<file path="config.mk">
export PLATFORM = sky130hd
export DESIGN_NAME = imem_arbiter
export DESIGN_NICKNAME = d
export VERILOG_FILES = /design/src/rtl/soc_pkg.sv /design/src/rtl/imem_arbiter.sv
export SDC_FILE = /design/constraint.sdc
export NUM_CORES = 1
export LEC_CHECK = 0
export CAP_MARGIN = 40
export CELL_PAD_IN_SITES_DETAIL_PLACEMENT = 1
export CELL_PAD_IN_SITES_GLOBAL_PLACEMENT = 1
export CORE_MARGIN = 5
export CORE_UTILIZATION = 14
export DETAILED_ROUTE_END_ITERATION = 8
export HOLD_SLACK_MARGIN = 0.02
export PLACE_DENSITY = 0.8
export SYNTH_ARGS = -nofsm -noshare
export SYNTH_HDL_FRONTEND = slang
export SYNTH_SLANG_ARGS = --single-unit
</file>
<file path="constraint.sdc">
create_clock -name clk -period 2.75 [get_ports clk]
set_input_delay 0.55 -clock clk [delete_from_list [all_inputs] [get_ports clk]]
set_output_delay 0.55 -clock clk [all_outputs]
set_load 0.01 [all_outputs]
</file>
<file path="src/rtl/soc_pkg.sv">
// Shared SoC definitions: instruction-memory owner encoding and default port widths.
package soc_pkg;
  typedef enum logic [1:0] {
    IDLE  = 2'd0,
    FETCH = 2'd1,
    LOAD  = 2'd2
  } owner_e;

  localparam int DEF_ADDR_WIDTH = 32;
  localparam int DEF_DATA_WIDTH = 32;
  localparam int STARVE_W       = 8;
endpackage

</file>
<file path="src/rtl/imem_arbiter.sv">
// Fetch/loader arbiter for a single-port instruction memory with 1-cycle read latency.
// Define IMEM_ARB_RR_EN for round-robin on contention; default is fetch-first priority.
module imem_arbiter
  import soc_pkg::*;
#(
  parameter int ADDR_WIDTH = DEF_ADDR_WIDTH,
  parameter int DATA_WIDTH = DEF_DATA_WIDTH,
  parameter int MAX_WAIT   = 8
) (
  input  logic                  clk,
  input  logic                  reset_n,
  input  logic                  f_req,
  input  logic [ADDR_WIDTH-1:0] f_addr,
  input  logic                  f_flush,
  output logic                  f_gnt,
  output logic                  f_rvalid,
  output logic [DATA_WIDTH-1:0] f_rdata,
  input  logic                  l_req,
  input  logic                  l_we,
  input  logic [ADDR_WIDTH-1:0] l_addr,
  input  logic [DATA_WIDTH-1:0] l_wdata,
  input  logic                  l_lock,
  output logic                  l_gnt,
  output logic                  l_rvalid,
  output logic [DATA_WIDTH-1:0] l_rdata,
  output logic                  mem_en,
  output logic                  mem_we,
  output logic [ADDR_WIDTH-1:0] mem_addr,
  output logic [DATA_WIDTH-1:0] mem_wdata,
  input  logic [DATA_WIDTH-1:0] mem_rdata
);

  localparam logic [STARVE_W-1:0] WAIT_LIM = STARVE_W'(MAX_WAIT);

  owner_e              state;
  owner_e              owner;
  logic                f_tag;
  logic                l_tag;
  logic [STARVE_W-1:0] starve;

  // Lock and starvation only matter when both ports want the memory this cycle.
  function automatic owner_e pick(input logic fr, input logic lr, input owner_e last,
                                  input logic lock, input logic starved);
    owner_e res;
    logic   flip;
    res = IDLE;
`ifdef IMEM_ARB_RR_EN
    flip = (last == FETCH);
`else
    flip = 1'b0;
`endif
    if (fr && lr) begin
      if ((last == LOAD && lock) || starved || flip) res = LOAD;
      else                                           res = FETCH;
    end else if (fr) begin
      res = FETCH;
    end else if (lr) begin
      res = LOAD;
    end
    return res;
  endfunction

  always_comb begin
    owner = IDLE;
    if (reset_n) owner = pick(f_req, l_req, state, l_lock, starve >= WAIT_LIM);
  end

  assign f_gnt     = (owner == FETCH);
  assign l_gnt     = (owner == LOAD);
  assign mem_en    = f_gnt | l_gnt;
  assign mem_we    = l_gnt & l_we;
  assign mem_addr  = l_gnt ? l_addr : f_addr;
  assign mem_wdata = l_gnt ? l_wdata : '0;

  // A flush also kills a fetch read that is returning this very cycle.
  assign f_rvalid  = f_tag & ~f_flush;
  assign l_rvalid  = l_tag;
  assign f_rdata   = mem_rdata;
  assign l_rdata   = mem_rdata;

  always_ff @(posedge clk or negedge reset_n) begin
    if (!reset_n) begin
      state  <= IDLE;
      f_tag  <= 1'b0;
      l_tag  <= 1'b0;
      starve <= '0;
    end else begin
      state <= owner;
      f_tag <= f_gnt & ~f_flush;
      l_tag <= l_gnt & ~l_we;
      if (l_req && !l_gnt) starve <= (starve == '1) ? starve : starve + 1'b1;
      else                 starve <= '0;
    end
  end

endmodule

</file>
## Word level (Yosys, flattened, before mapping)

Cells that the tools add are included.

- Bits in registers: 12
- Word-level logic and storage cells: 32
- Input bits: 135
- Output and inout port bits: 134

- Magnitude comparators: 1
- Reductions and logical operators: 5
- Add/sub/neg operators: 1
- Multiplexer cells: 9
- Equality and inequality tests: 5
- Bitwise operators: 7

Operators by type and width:

| cell | number |
|---|---|
| 32-bit two-way mux | 2 |
| 8-bit two-way mux | 2 |
| 2-bit two-way mux | 5 |
| 8-bit by 1-bit adder with 8-bit output (second input constant) | 1 |
| 8-bit == test (second input constant) | 1 |
| 8-bit by 4-bit greater-or-equal comparator with 1-bit output (second input constant) | 1 |
| 1-bit AND | 4 |
| 2-bit == test (second input constant) | 2 |
| 1-bit logical AND | 3 |
| 2-bit by 1-bit == test with 1-bit output (second input constant) | 1 |
| 2-bit inequality test (second input constant) | 1 |
| 1-bit inverter | 2 |
| 1-bit logical NOT | 1 |
| 1-bit logical OR | 1 |
| 1-bit bitwise OR | 1 |

## Depth between registers and ports, before layout

- Word-level depth: 10
- Mapped depth: 8
- Depth with buffers taken out: 7

## Least setup slack after synthesis

OpenSTA, ideal clock, no wires.

- Path kind: input to output
- From: input l_lock
- To: output mem_wdata[10]
- Cell stages on the path: 8
- Path buffers: 3
- Required time: 2200 ps
- Arrival: 2006 ps
- Slack: 194 ps
- Cell sequence: nand2_1 -> o2111ai_1 -> and3_1 -> ha_1 -> clkbuf_1 -> buf_2 -> clkbuf_1 -> and2_1

- Longest elaborated chain between the ends: 7

RTL lines:

| element | RTL line | RTL |
|---|---|---|
| start, declared | imem_arbiter.sv:22 | `input logic l_lock,` |
| 1-bit logical AND | imem_arbiter.sv:53 | `if ((last == LOAD && lock) \|\| starved \|\| flip) res = LOAD;` |
| 1-bit logical OR | imem_arbiter.sv:53 |  |
| 2-bit two-way mux | imem_arbiter.sv:53 |  |
| 2-bit two-way mux | imem_arbiter.sv:52 | `if (fr && lr) begin` |
| 2-bit two-way mux | imem_arbiter.sv:65 | `if (reset_n) owner = pick(f_req, l_req, state, l_lock, starve >= WAIT_LIM);` |
| net owner[1] | imem_arbiter.sv:36 | `owner_e owner;` |
| 2-bit == test | imem_arbiter.sv:69 | `assign l_gnt = (owner == LOAD);` |
| net l_gnt | imem_arbiter.sv:23 | `output logic l_gnt,` |
| 32-bit two-way mux | imem_arbiter.sv:73 | `assign mem_wdata = l_gnt ? l_wdata : '0;` |
| end, declared | imem_arbiter.sv:29 | `output logic [DATA_WIDTH-1:0] mem_wdata,` |

The timed path passes the listed nets, and every way through them passes these cells.

## Worst setup path after layout

- From: register starve[3]
- To: output mem_addr[25]

- Longest elaborated chain between the ends: 7

RTL lines:

| element | RTL line | RTL |
|---|---|---|
| start, declared | imem_arbiter.sv:39 | `logic [STARVE_W-1:0] starve;` |
| start signal, assigned | imem_arbiter.sv:91 | `if (l_req && !l_gnt) starve <= (starve == '1) ? starve : starve + 1'b1;` |
| 8-bit by 4-bit greater-or-equal comparator with 1-bit output | imem_arbiter.sv:65 |  |
| 1-bit logical OR | imem_arbiter.sv:53 |  |
| 2-bit two-way mux | imem_arbiter.sv:53 |  |
| 2-bit two-way mux | imem_arbiter.sv:52 |  |
| 2-bit two-way mux | imem_arbiter.sv:65 |  |
| 2-bit == test | imem_arbiter.sv:69 |  |
| 32-bit two-way mux | imem_arbiter.sv:72 | `assign mem_addr = l_gnt ? l_addr : f_addr;` |
| end, declared | imem_arbiter.sv:28 | `output logic [ADDR_WIDTH-1:0] mem_addr,` |

No other way between the ends.

==> key figures <==
Setup path
  • Cells on worst reg2reg path: 9
  • Critical path class: flip-flop to output pin
  • Crit end category: output pin
  • Critical Path AT: 2320 ps
  • Worst Path Max Fanout: 8
  • Reg2Reg Setup Slack: 660 ps
  • CP Launch Type: flip-flop
  • Critical Path RT: 2200 ps

Global route
  • First-pass GRT wire length: 11.9 mm
  • Initial antenna violation count: 0
  • Gr usage total: 10.5%
  • Vias in the first global route: 2,214
  • Largest net degree at the start of global routing: 14
  • GR Overflow Total: 0

Power
  • Max VDD drop: 0.139 mV
  • Combinational cell fraction of total power: 51.6%
  • Power density cells: 262 mW/mm2
  • Net Sw Frac: 25.5%
  • Leak: 0.00168 uW
  • Net switching power: 260 uW
  • Clock share of power: 29.8%
  • Sequential Power Share: 18.6%
  • Pint: 758 uW

STA
  • Clk_skew: 3.36 ps
  • Final Hold Fails: 0
  • Fmax: 348 MHz
  • Min cycle time layout: 2870 ps
  • Count of pins over their slew limit: 0
  • Worst hold slack: 405 ps
  • RSZ-0062 raised after global routing: yes
  • Final-report setup violation count: 60
  • Worst slew pin tran: 300 ps
  • Fin crit share: 104%
  • Final WS setup: -123 ps
  • Worst slew margin: 80.0%

Finish
  • Final core utilization: 31.1%
  • Diodes inserted: 0
  • Synth-to-Final Area Change: 119%
  • Register Area: 300 um2
  • Multi-input logic area: 0.00106 mm2
  • Fill count: 1,446
  • Share of post-route cells with drive strength above 1: 50.4%
  • Fin nets: 479

Die
  • Core ar.: 0.0125 mm2
  • Die W: 123 um
  • Die height: 123 um
  • # rows: 41
  • I/O Pins: 269
  • Initial Util: 14.2%
  • Die ar.: 0.0150 mm2

Routing
  • Initial DRC Count: 31
  • Pre-antenna DRT Iters: 4
  • Drt drc: 0
  • Routed Antenna Nets: 0
  • Vias per cell: 3.73
  • Total Wirelength: 8.78 mm
  • Via count: 1,904
  • Wire length per cell: 17.2 um

Yosys
  • Syn_nets: 342
  • Mapped Avg Cell Area: 8.73 um2
  • Synth warn: 0
  • Top cells by area, synth: buf_4 27%, mux2_2 20%, dfrtp_1 17%
  • Yosys top cell area share: 27.1%
  • Count leader, synth: buf_4
  • EDFF count, synth: 0
  • Commonest cells in the netlist: 64 x buf_4, 33 x and2_1, 32 x mux2_2, 12 x dfrtp_1, 5 x nand2_1
  • Main flop type after synthesis: dfrtp_1
  • Cells after Synth: 203
  • Seq/Total Area, Yosys: 16.9%
  • Flops & latches, synth: 12
  • Area leader, netlist: buf_4
  • Netlist cell types: 31
  • Synth async-reset ratio: 100%
  • Mapped Area: 0.00177 mm2

Place
  • Buffers on Ports: 172
  • Post-DP HPWL: 6.75 mm
  • GPL Wtd Cong: 0.752

CTS
  • CTS clk-pin slew, worst paths: 50 ps
  • CTS Sinks: 12
  • H-tree levels: 1
  • CTS tree: done
  • TritonCTS buffer count: 3
  • Hold Buf Count CTS: 0
  • Clk Latency, worst-skew pair: 250 ps
  • Clk buf depth: 2
  • CTS Root Buffer Type: clkbuf_16

Min path
  • Hold crit path type: input port to asynchronous set/reset pin

Outcome
  • Status: finished with violations
  • Failing checks: setup timing

Flow run
  • Max-cap violation count: 0
[layout by cell type (no fill, tap or decap), types with 2 or more instances in the layout]
cell type | netlist | final
ha_1 | 4 | 3
nor3_1 | 3 | 3
buf_6 | 0 | 55
clkdlybuf4s50_1 | 0 | 101
and2_4 | 0 | 26
mux2_4 | 0 | 5
inv_1 | 4 | 4
and2_1 | 33 | 7
clkbuf_2 | 0 | 4
dfrtp_1 | 12 | 12
and3_4 | 1 | 2
clkbuf_16 | 0 | 6
buf_12 | 0 | 4
buf_16 | 0 | 5
o21ai_0 | 4 | 4
buf_2 | 4 | 6
dlygate4sd2_1 | 0 | 4
clkdlybuf4s15_2 | 0 | 2
a31oi_1 | 2 | 2
nand3_1 | 3 | 3
nand2_1 | 5 | 5
buf_4 | 64 | 18
mux2_2 | 32 | 27
mux2i_1 | 2 | 2
nand4_1 | 2 | 2
nand2b_1 | 4 | 4
nor2b_1 | 4 | 4
a21oi_1 | 3 | 3
[cells by family (layout without fill, tap and decap cells)]
kind of cell / after synthesis / in the layout / share of synthesized area (%)
simple gates: 62 / 62 / 22.0
buf+inv: 76 / 212 / 29.9
flops: 12 / 12 / 16.9
fa+ha+maj: 4 / 4 / 2.82
mux: 34 / 34 / 21.5
compound gates: 15 / 15 / 6.85
[critical path: stages, from the launching register on]
cell and delay, ps:
dfrtp_1 400, nor4b_4 300, o2111ai_2 180, a21bo_2 270, ha_4 200, buf_12 150, buf_16 150, mux2_4 310
buf_6 120
[sequential cells by signal, summed over array words and instances, names as in the netlist]
signal    flops
starve        8
l_rvalid      1
f_tag         1
state         2
[stage by stage]
step / instance area, um2 / std cells / power [uW] / setup WS [ps] / TNS [ps]
6_report: 3890 / 511 / 1020 / -123 / -4630
5_1_grt: 3890 / 511 / 1070 / -199 / -9560
4_1_cts: 3490 / 504 / 961 / -127 / -2090
3_5_place_dp: 3330 / 489 / 625 / -736 / -43470
3_3_place_gp: 3330 / 489 / 615 / -721 / -42210
2_1_floorplan: 1770 / 203 / 414 / 194 / 0
[layout make-up]
cell class	instances	area share, %
sequential	12	7.72
clock buffer	4	2.28
tap	172	5.53
timing repair buffer	204	56.9
inverter	4	0.386
multi-input combinational	115	27.2
[layer usage]
metal  global-route usage [%]  vias to the layer above  wire length, um
met5                        0                        -                0
met4                     5.04                        0              248
met3                     2.58                       22              592
met2                     18.9                      101             4750
met1                     11.4                      888             3190
li1                         -                      893                -
[power by group through the flow]
stage               clock network (uW)  registers [uW]  logic, uW
CTS                                312             189        459
finish                             303             189        526
global placement                     0             191        424
global route                       318             190        559
floorplan                            0             190        223
detailed placement                   0             192        433
[final timing paths]
kind                                end  startpoint
max reg2reg                   starve[4]   starve[3]
max in group asynchronous         f_tag     reset_n
min reg2reg                   starve[2]   starve[2]
min                           starve[5]     reset_n
min in group clk              starve[2]   starve[2]
max                        mem_addr[25]   starve[3]
[timing repair]
item                       CTS  global route
cloned                       7             3
gates resized for setup    285            87
pin swaps                    6             1
setup endpoints to repair   68            67
setup buffers                4             5
Note: power is estimated with default switching activity, not from simulation.
